**src/rtl/mem_dump_streamer_if.sv**
```systemverilog
// Beat stream carried from the dump engine to its consumer.
// The master drives valid/addr/data/last and the slave drives ready.
interface mem_dump_streamer_if #(
    parameter int WIDTH = 8,
    parameter int AW    = 5
);
    logic             valid;
    logic             ready;
    logic [AW-1:0]    addr;
    logic [WIDTH-1:0] data;
    logic             last;

    modport master (output valid, output addr, output data, output last, input ready);
    modport slave  (input valid, input addr, input data, input last, output ready);
endinterface

```
**src/rtl/mem_dump_streamer.sv**
```systemverilog
// Byte memory with a host load port and a dump engine that streams an
// inclusive, wrapping address window back out as (addr, data) beats.
//
// state | meaning
// IDLE  | no dump in progress, waiting for start
// BUSY  | a beat is presented on the stream, waiting for accept or abort
module mem_dump_streamer #(
    parameter int WIDTH = 8,
    parameter int DEPTH = 32,
    parameter int AW    = 5
) (
    input  logic             clk,
    input  logic             rst,
    input  logic             wr_en,
    input  logic [AW-1:0]    wr_addr,
    input  logic [WIDTH-1:0] wr_data,
    input  logic             start,
    input  logic [AW-1:0]    start_addr,
    input  logic [AW-1:0]    end_addr,
    input  logic             abort,
    mem_dump_streamer_if.master sif,
    output logic             busy,
    output logic             done
);

    typedef enum logic {IDLE, BUSY} state_t;

    state_t           state;
    logic [WIDTH-1:0] mem [DEPTH];
    logic [AW-1:0]    beats_left;
    logic [AW-1:0]    next_addr;
    logic             accept;

    assign next_addr = sif.addr + AW'(1);
    assign accept    = sif.valid && sif.ready;

    // No reset on the array so its contents survive a mid-dump reset.
    always_ff @(posedge clk) begin
        if (wr_en) begin
            mem[wr_addr] <= wr_data;
        end
    end

    // Reads sample mem before this edge's write lands, so a same-edge write is not seen.
    always_ff @(posedge clk) begin
        if (rst) begin
            state      <= IDLE;
            sif.valid  <= 1'b0;
            sif.addr   <= '0;
            sif.data   <= '0;
            sif.last   <= 1'b0;
            busy       <= 1'b0;
            done       <= 1'b0;
            beats_left <= '0;
        end else begin
            done <= 1'b0;
            case (state)
                IDLE: begin
                    if (start) begin
                        state      <= BUSY;
                        busy       <= 1'b1;
                        sif.valid  <= 1'b1;
                        sif.addr   <= start_addr;
                        sif.data   <= mem[start_addr];
                        sif.last   <= (start_addr == end_addr);
                        beats_left <= end_addr - start_addr;
                    end
                end
                BUSY: begin
                    if (abort) begin
                        state     <= IDLE;
                        busy      <= 1'b0;
                        sif.valid <= 1'b0;
                        sif.last  <= 1'b0;
                    end else if (accept) begin
                        if (sif.last) begin
                            state     <= IDLE;
                            busy      <= 1'b0;
                            sif.valid <= 1'b0;
                            sif.last  <= 1'b0;
                            done      <= 1'b1;
                        end else begin
                            sif.addr   <= next_addr;
                            sif.data   <= mem[next_addr];
                            beats_left <= beats_left - AW'(1);
                            sif.last   <= (beats_left == AW'(1));
                        end
                    end
                end
                default: state <= IDLE;
            endcase
        end
    end

endmodule

```
**src/flat_wrapper.sv**
```systemverilog
// flat-port wrapper written by rule: the top's interface ports become plain ports
module mem_dump_streamer_flat 
#(
    parameter int WIDTH = 8,
    parameter int DEPTH = 32,
    parameter int AW    = 5
)
  (clk, rst, wr_en, wr_addr, wr_data, start, start_addr, end_addr, abort, busy, done, sif_valid, sif_addr, sif_data, sif_last, sif_ready);
  mem_dump_streamer_if #(.WIDTH(WIDTH), .AW(AW)) sif_i ();
  input  logic clk;
  input  logic rst;
  input  logic wr_en;
  input  logic [AW-1:0] wr_addr;
  input  logic [WIDTH-1:0] wr_data;
  input  logic start;
  input  logic [AW-1:0] start_addr;
  input  logic [AW-1:0] end_addr;
  input  logic abort;
  output logic busy;
  output logic done;
  output wire logic [$bits(sif_i.valid)-1:0] sif_valid;
  output wire logic [$bits(sif_i.addr)-1:0] sif_addr;
  output wire logic [$bits(sif_i.data)-1:0] sif_data;
  output wire logic [$bits(sif_i.last)-1:0] sif_last;
  input wire logic [$bits(sif_i.ready)-1:0] sif_ready;
  assign sif_valid = sif_i.valid;
  assign sif_addr = sif_i.addr;
  assign sif_data = sif_i.data;
  assign sif_last = sif_i.last;
  assign sif_i.ready = sif_ready;
  mem_dump_streamer #(.WIDTH(WIDTH), .DEPTH(DEPTH), .AW(AW)) u_core (.clk(clk), .rst(rst), .wr_en(wr_en), .wr_addr(wr_addr), .wr_data(wr_data), .start(start), .start_addr(start_addr), .end_addr(end_addr), .abort(abort), .sif(sif_i), .busy(busy), .done(done));
endmodule
```
**config.mk**
```make
export PLATFORM = sky130hd
export DESIGN_NAME = mem_dump_streamer_flat
export DESIGN_NICKNAME = d
export VERILOG_FILES = /design/src/rtl/mem_dump_streamer_if.sv /design/src/rtl/mem_dump_streamer.sv /design/src/flat_wrapper.sv
export SDC_FILE = /design/constraint.sdc
export NUM_CORES = 1
export LEC_CHECK = 0
export ABC_AREA = 1
export BUFFER_PORTS_ARGS = -buffer_cell sky130_fd_sc_hd__buf_2
export CAP_MARGIN = 20
export CORE_MARGIN = 2
export CORE_UTILIZATION = 50
export DETAILED_ROUTE_END_ITERATION = 10
export PLACE_DENSITY = 0.68
export RECOVER_POWER = 100
export SLEW_MARGIN = 10
export SYNTH_ARGS = -nofsm -noshare
export SYNTH_HDL_FRONTEND = slang
export SYNTH_SLANG_ARGS = --single-unit
```
**constraint.sdc**
```tcl
create_clock -name clk -period 1.9 [get_ports clk]
set_input_delay 0.095 -clock clk [delete_from_list [all_inputs] [get_ports clk]]
set_output_delay 0.095 -clock clk [all_outputs]
set_load 0.03 [all_outputs]
```
==> run_summary.xml <==
<?xml version="1.0" encoding="UTF-8"?>
<metrics>
  <group name="outcome">
    <metric name="outcome" unit="">complete, but fails checks</metric>
    <metric name="failed_checks" unit="">capacitance limit, slew limit</metric>
  </group>
  <group name="worst_setup_path">
    <metric name="crit_end" unit="">u_core.sif.data[0]$_SDFFE_PP0P_</metric>
    <metric name="worst-path-max-fanout" unit="">10</metric>
    <metric name="cp.required" unit="ps">2360</metric>
    <metric name="timing.critical_path.from" unit="">u_core.sif.addr[0]$_SDFFE_PP0P_</metric>
    <metric name="cell_breakdown_of_the_critical_path" unit="">ha_4 &gt; xnor2_4 &gt; buf_4 &gt; clkbuf_16 &gt; nand3_1 &gt; nand3_1 &gt; nand2_1 &gt; nand2_1 &gt; nand3_1 &gt; nor2_1 &gt; nor2_1</metric>
    <metric name="rr_worst_depth" unit="">11</metric>
    <metric name="cp_top_family" unit="">simple AND/OR/NAND/NOR gates</metric>
    <metric name="path_class" unit="">register to register</metric>
    <metric name="critPathLaunchType" unit="">register</metric>
    <metric name="worstReg2RegEnd" unit="">u_core.sif.data[0]$_SDFFE_PP0P_</metric>
    <metric name="path_common_cell" unit="">sky130_fd_sc_hd__nand3_1</metric>
    <metric name="timing.rr.start" unit="">u_core.sif.addr[0]$_SDFFE_PP0P_</metric>
    <metric name="critical_path.slowest_cell" unit="">sky130_fd_sc_hd__dfxtp_4</metric>
    <metric name="critPathArrivalTime" unit="ps">2320</metric>
    <metric name="worstSetupPathDepth" unit="">11</metric>
    <metric name="critPathCaptureType" unit="">register</metric>
    <metric name="cp.buffers_inverters" unit="">2</metric>
    <metric name="crit_path_max_incr_delay" unit="ps">370</metric>
    <metric name="ff2ff_setup_slack" unit="ps">40</metric>
  </group>
  <group name="yosys">
    <metric name="yosysTopAreaCell" unit="">sky130_fd_sc_hd__edfxtp_1</metric>
    <metric name="synth_top_area_share" unit="%">52.0</metric>
    <metric name="yosys_warnings" unit="">0</metric>
    <metric name="synthesis.area_per_instance" unit="um2">8.32</metric>
    <metric name="synth_seq_cells" unit="">278</metric>
    <metric name="yosys_most_used_dff" unit="">sky130_fd_sc_hd__edfxtp_1</metric>
    <metric name="synth.most_common_cell" unit="">sky130_fd_sc_hd__nand2_1</metric>
    <metric name="synth_top_cells_by_count" unit="">sky130_fd_sc_hd__nand2_1, sky130_fd_sc_hd__nand3_1, sky130_fd_sc_hd__edfxtp_1</metric>
    <metric name="synth.net_count" unit="">1813</metric>
    <metric name="mapped_cell_area" unit="um2">14800</metric>
    <metric name="post_synth_num_cell_types" unit="">28</metric>
    <metric name="synth_top_cells_by_area" unit="">sky130_fd_sc_hd__edfxtp_1, sky130_fd_sc_hd__nand2_1, sky130_fd_sc_hd__nand3_1, sky130_fd_sc_hd__inv_1, sky130_fd_sc_hd__dfxtp_1</metric>
    <metric name="synth-edff-count" unit="">256</metric>
    <metric name="postSynthCellCount" unit="">1776</metric>
    <metric name="synth-seq-area-share" unit="%">55.0</metric>
    <metric name="asyncSetResetFlopFracSynth" unit="%">0</metric>
  </group>
  <group name="sta">
    <metric name="clock_skew" unit="ps">12.5</metric>
    <metric name="setup-violations-final" unit="">0</metric>
    <metric name="fin_worst_hold_slack" unit="ps">23.2</metric>
    <metric name="post-route-period-util" unit="%">97.9</metric>
    <metric name="final-hold-violation-count" unit="">0</metric>
    <metric name="maxSlewHeadroom" unit="%">-24.0</metric>
    <metric name="final_period_minus_worst_setup_slack" unit="ps">1860</metric>
    <metric name="slew_viols_final" unit="">264</metric>
    <metric name="tightestPinTransition" unit="ps">1860</metric>
    <metric name="postLayoutSetupSlackWorst" unit="ps">39.8</metric>
    <metric name="fmax" unit="MHz">538</metric>
    <metric name="unrepaired_setup_endpoints_after_global_routing" unit="">true</metric>
  </group>
  <group name="floorplanning">
    <metric name="dieWidth" unit="um">176</metric>
    <metric name="placementRows" unit="">62</metric>
    <metric name="die_area" unit="um2">30900</metric>
    <metric name="chipHeight" unit="um">176</metric>
    <metric name="floorplan.initialDensity" unit="%">51.2</metric>
    <metric name="placeableCoreArea" unit="um2">28900</metric>
    <metric name="pin_count" unit="">46</metric>
  </group>
  <group name="place">
    <metric name="preCtsSetupSlack" unit="ps">-71.0</metric>
    <metric name="io_buffer_count" unit="">45</metric>
    <metric name="hpwlAfterDp" unit="mm">29.5</metric>
    <metric name="gp_congestion" unit="">0.989</metric>
  </group>
  <group name="routing">
    <metric name="m1WireLength" unit="mm">18.8</metric>
    <metric name="drt-wirelength-per-cell" unit="um">20.8</metric>
    <metric name="route.top_layer_used" unit="">met4</metric>
    <metric name="detailed_route_via_count" unit="">13200</metric>
    <metric name="met2WireLength" unit="mm">21.7</metric>
    <metric name="detailedRoute.firstPassIterationCount" unit="">7</metric>
    <metric name="remaining_drc_errors" unit="">0</metric>
    <metric name="routed_via_density" unit="">5.78</metric>
    <metric name="drt-total-wl" unit="mm">47.3</metric>
    <metric name="antenna_violating_nets_post_route" unit="">0</metric>
    <metric name="drt_first_iter_violations" unit="">1816</metric>
    <metric name="routed_wl_met3" unit="mm">5.12</metric>
  </group>
  <group name="run">
    <metric name="max_cap_viol_count" unit="">8</metric>
  </group>
  <group name="pwr">
    <metric name="p_leak" unit="nW">7.37</metric>
    <metric name="vdd.ir_drop.worst" unit="mV">0.758</metric>
    <metric name="pd_cells" unit="nW/um2">926</metric>
    <metric name="total_power" unit="mW">16.1</metric>
  </group>
  <group name="layout">
    <metric name="postLayoutCoreUtil" unit="%">60.3</metric>
    <metric name="synth_to_layout_area_growth" unit="%">17.9</metric>
    <metric name="multi_input_area" unit="um2">5350</metric>
    <metric name="finalNetCount" unit="">1910</metric>
    <metric name="final_layout_size_suffix_gt1_share" unit="%">9.60</metric>
    <metric name="antenna_cells_inserted" unit="">0</metric>
    <metric name="seq_area" unit="um2">8140</metric>
    <metric name="filler_cell_count" unit="">2499</metric>
  </group>
  <group name="clocking">
    <metric name="htree_levels" unit="">1</metric>
    <metric name="cts_tree" unit="">built</metric>
    <metric name="cts.clk_slew.worst_paths" unit="ps">60</metric>
    <metric name="tritoncts.num_buffers" unit="">30</metric>
    <metric name="cts_buffer_depth" unit="">3</metric>
    <metric name="clockRootBuffer" unit="">sky130_fd_sc_hd__clkbuf_16</metric>
    <metric name="total_clock_sinks" unit="">278</metric>
    <metric name="worstSkewPairLatency" unit="ps">570</metric>
  </group>
  <group name="global_routing">
    <metric name="grt_util_all_layers" unit="%">30.1</metric>
    <metric name="grt_pass1_wl" unit="mm">70.8</metric>
    <metric name="antenna_found_initial" unit="">0</metric>
    <metric name="maximum_number_of_pins_on_one_net_before_global_route_repair" unit="">81</metric>
    <metric name="vias_in_the_first_global_route" unit="">12400</metric>
    <metric name="grt_remaining_overflow" unit="">0</metric>
  </group>
  <group name="worst_hold_path">
    <metric name="worstHoldPathType" unit="">primary input to register</metric>
    <metric name="hold-path-cell-count" unit="">5</metric>
  </group>
</metrics>
-- cells by family after synthesis --
logic type	synth area share (%)
DFF	55.0
AOI/OAI and AO/OA	6.38
and+or+nand+nor	27.7
buffers and inverters	9.53
xor gates and xnor gates	0.652
adders and majority gates	0.728
-- layer usage --
metal	GRT usage, %	vias up
met5	0	-
met4	12.0	0
met3	4.61	125
met2	48.1	808
met1	41.5	6162
li1	-	6068
-- what timing repair did --
| action | CTS | global route |
|---|---|---|
| pin swaps | 0 | 6 |
| hold buffers | 9 | 0 |
| hold endpoints to repair | 6 | 0 |
| resized for setup | 6 | 29 |
| endpoints found under the setup margin | 7 | 8 |
| gates cloned | 3 | 5 |
| setup buffers | 0 | 4 |
-- worst min path at each step --
| stage | from | to | slack (ps) |
|---|---|---|---|
| 2_1_floorplan | rst | u_core.done$_SDFF_PP0_ | 170 |
| 3_3_place_gp | rst | u_core.state$_SDFF_PP0_ | 340 |
| 3_5_place_dp | rst | u_core.beats_left[1]$_SDFFE_PP0P_ | 360 |
| 4_1_cts | end_addr[3] | u_core.beats_left[3]$_SDFFE_PP0P_ | 20 |
| 5_1_grt | end_addr[3] | u_core.beats_left[3]$_SDFFE_PP0P_ | 80 |
| 6_report | end_addr[3] | u_core.beats_left[3]$_SDFFE_PP0P_ | 20 |
-- through the flow --
step                cells  instance area (um2)  setup TNS, ps
global placement     2204                16100          -86.3
floorplan            1776                14800              0
finish               2279                17400              0
CTS                  2270                17300              0
detailed placement   2204                16100           -159
global route         2279                17400          -92.5
-- state kept, by name (all words and copies together), names as in the netlist --
name / count
u_core.mem: 256
u_core.done: 1
u_core.busy: 1
u_core.sif.addr: 5
u_core.beats_left: 5
u_core.sif.last: 1
u_core.sif.data: 8
u_core.state: 1
-- tightest hold or removal path, delay by kind of cell --
family                     cells  cell delay [ps]
AOI/OAI and AO/OA              1               70
adders and majority gates      1              160
and+or+nand+nor                2              150
buffers and inverters          1               80
-- power by group --
part,total (mW),switching [mW],internal (mW)
Sequential,6.89,0.0860,6.81
Clock,5.80,2.45,3.35
Combinational,3.44,2.14,1.30
Total,16.1,4.67,11.5
-- cells in the final DEF, fill, tap and decap left out, types with 3 or more instances in the layout --
| master | Yosys | routed |
|---|---|---|
| sky130_fd_sc_hd__buf_2 | 45 | 25 |
| sky130_fd_sc_hd__o211ai_1 | 42 | 42 |
| sky130_fd_sc_hd__nor2_1 | 62 | 62 |
| sky130_fd_sc_hd__a211oi_1 | 4 | 4 |
| sky130_fd_sc_hd__buf_4 | 2 | 54 |
| sky130_fd_sc_hd__a21oi_1 | 34 | 34 |
| sky130_fd_sc_hd__xnor2_1 | 4 | 3 |
| sky130_fd_sc_hd__clkbuf_16 | 0 | 36 |
| sky130_fd_sc_hd__clkbuf_1 | 45 | 54 |
| sky130_fd_sc_hd__nand3_2 | 1 | 11 |
| sky130_fd_sc_hd__bufinv_16 | 0 | 3 |
| sky130_fd_sc_hd__clkinv_1 | 3 | 11 |
| sky130_fd_sc_hd__clkinv_2 | 0 | 6 |
| sky130_fd_sc_hd__o21ai_1 | 0 | 3 |
| sky130_fd_sc_hd__a31oi_1 | 5 | 5 |
| sky130_fd_sc_hd__nand2_1 | 519 | 519 |
| sky130_fd_sc_hd__dlygate4sd3_1 | 0 | 9 |
| sky130_fd_sc_hd__edfxtp_1 | 256 | 256 |
| sky130_fd_sc_hd__nand3_1 | 371 | 361 |
| sky130_fd_sc_hd__buf_12 | 0 | 22 |
| sky130_fd_sc_hd__ha_1 | 7 | 6 |
| sky130_fd_sc_hd__inv_1 | 242 | 242 |
| sky130_fd_sc_hd__dfxtp_1 | 22 | 20 |
| sky130_fd_sc_hd__o21ai_0 | 79 | 76 |
-- layout make-up --
class	count	share of cell area (%)
repair buffers	175	8.86
inverters	248	5.39
clock inverters	22	1.07
multi-input cells	1140	30.7
clock buffers	32	4.48
flip-flops and latches	278	46.7
well taps	384	2.76
No activity file was read; power rests on OpenSTA's default activity.
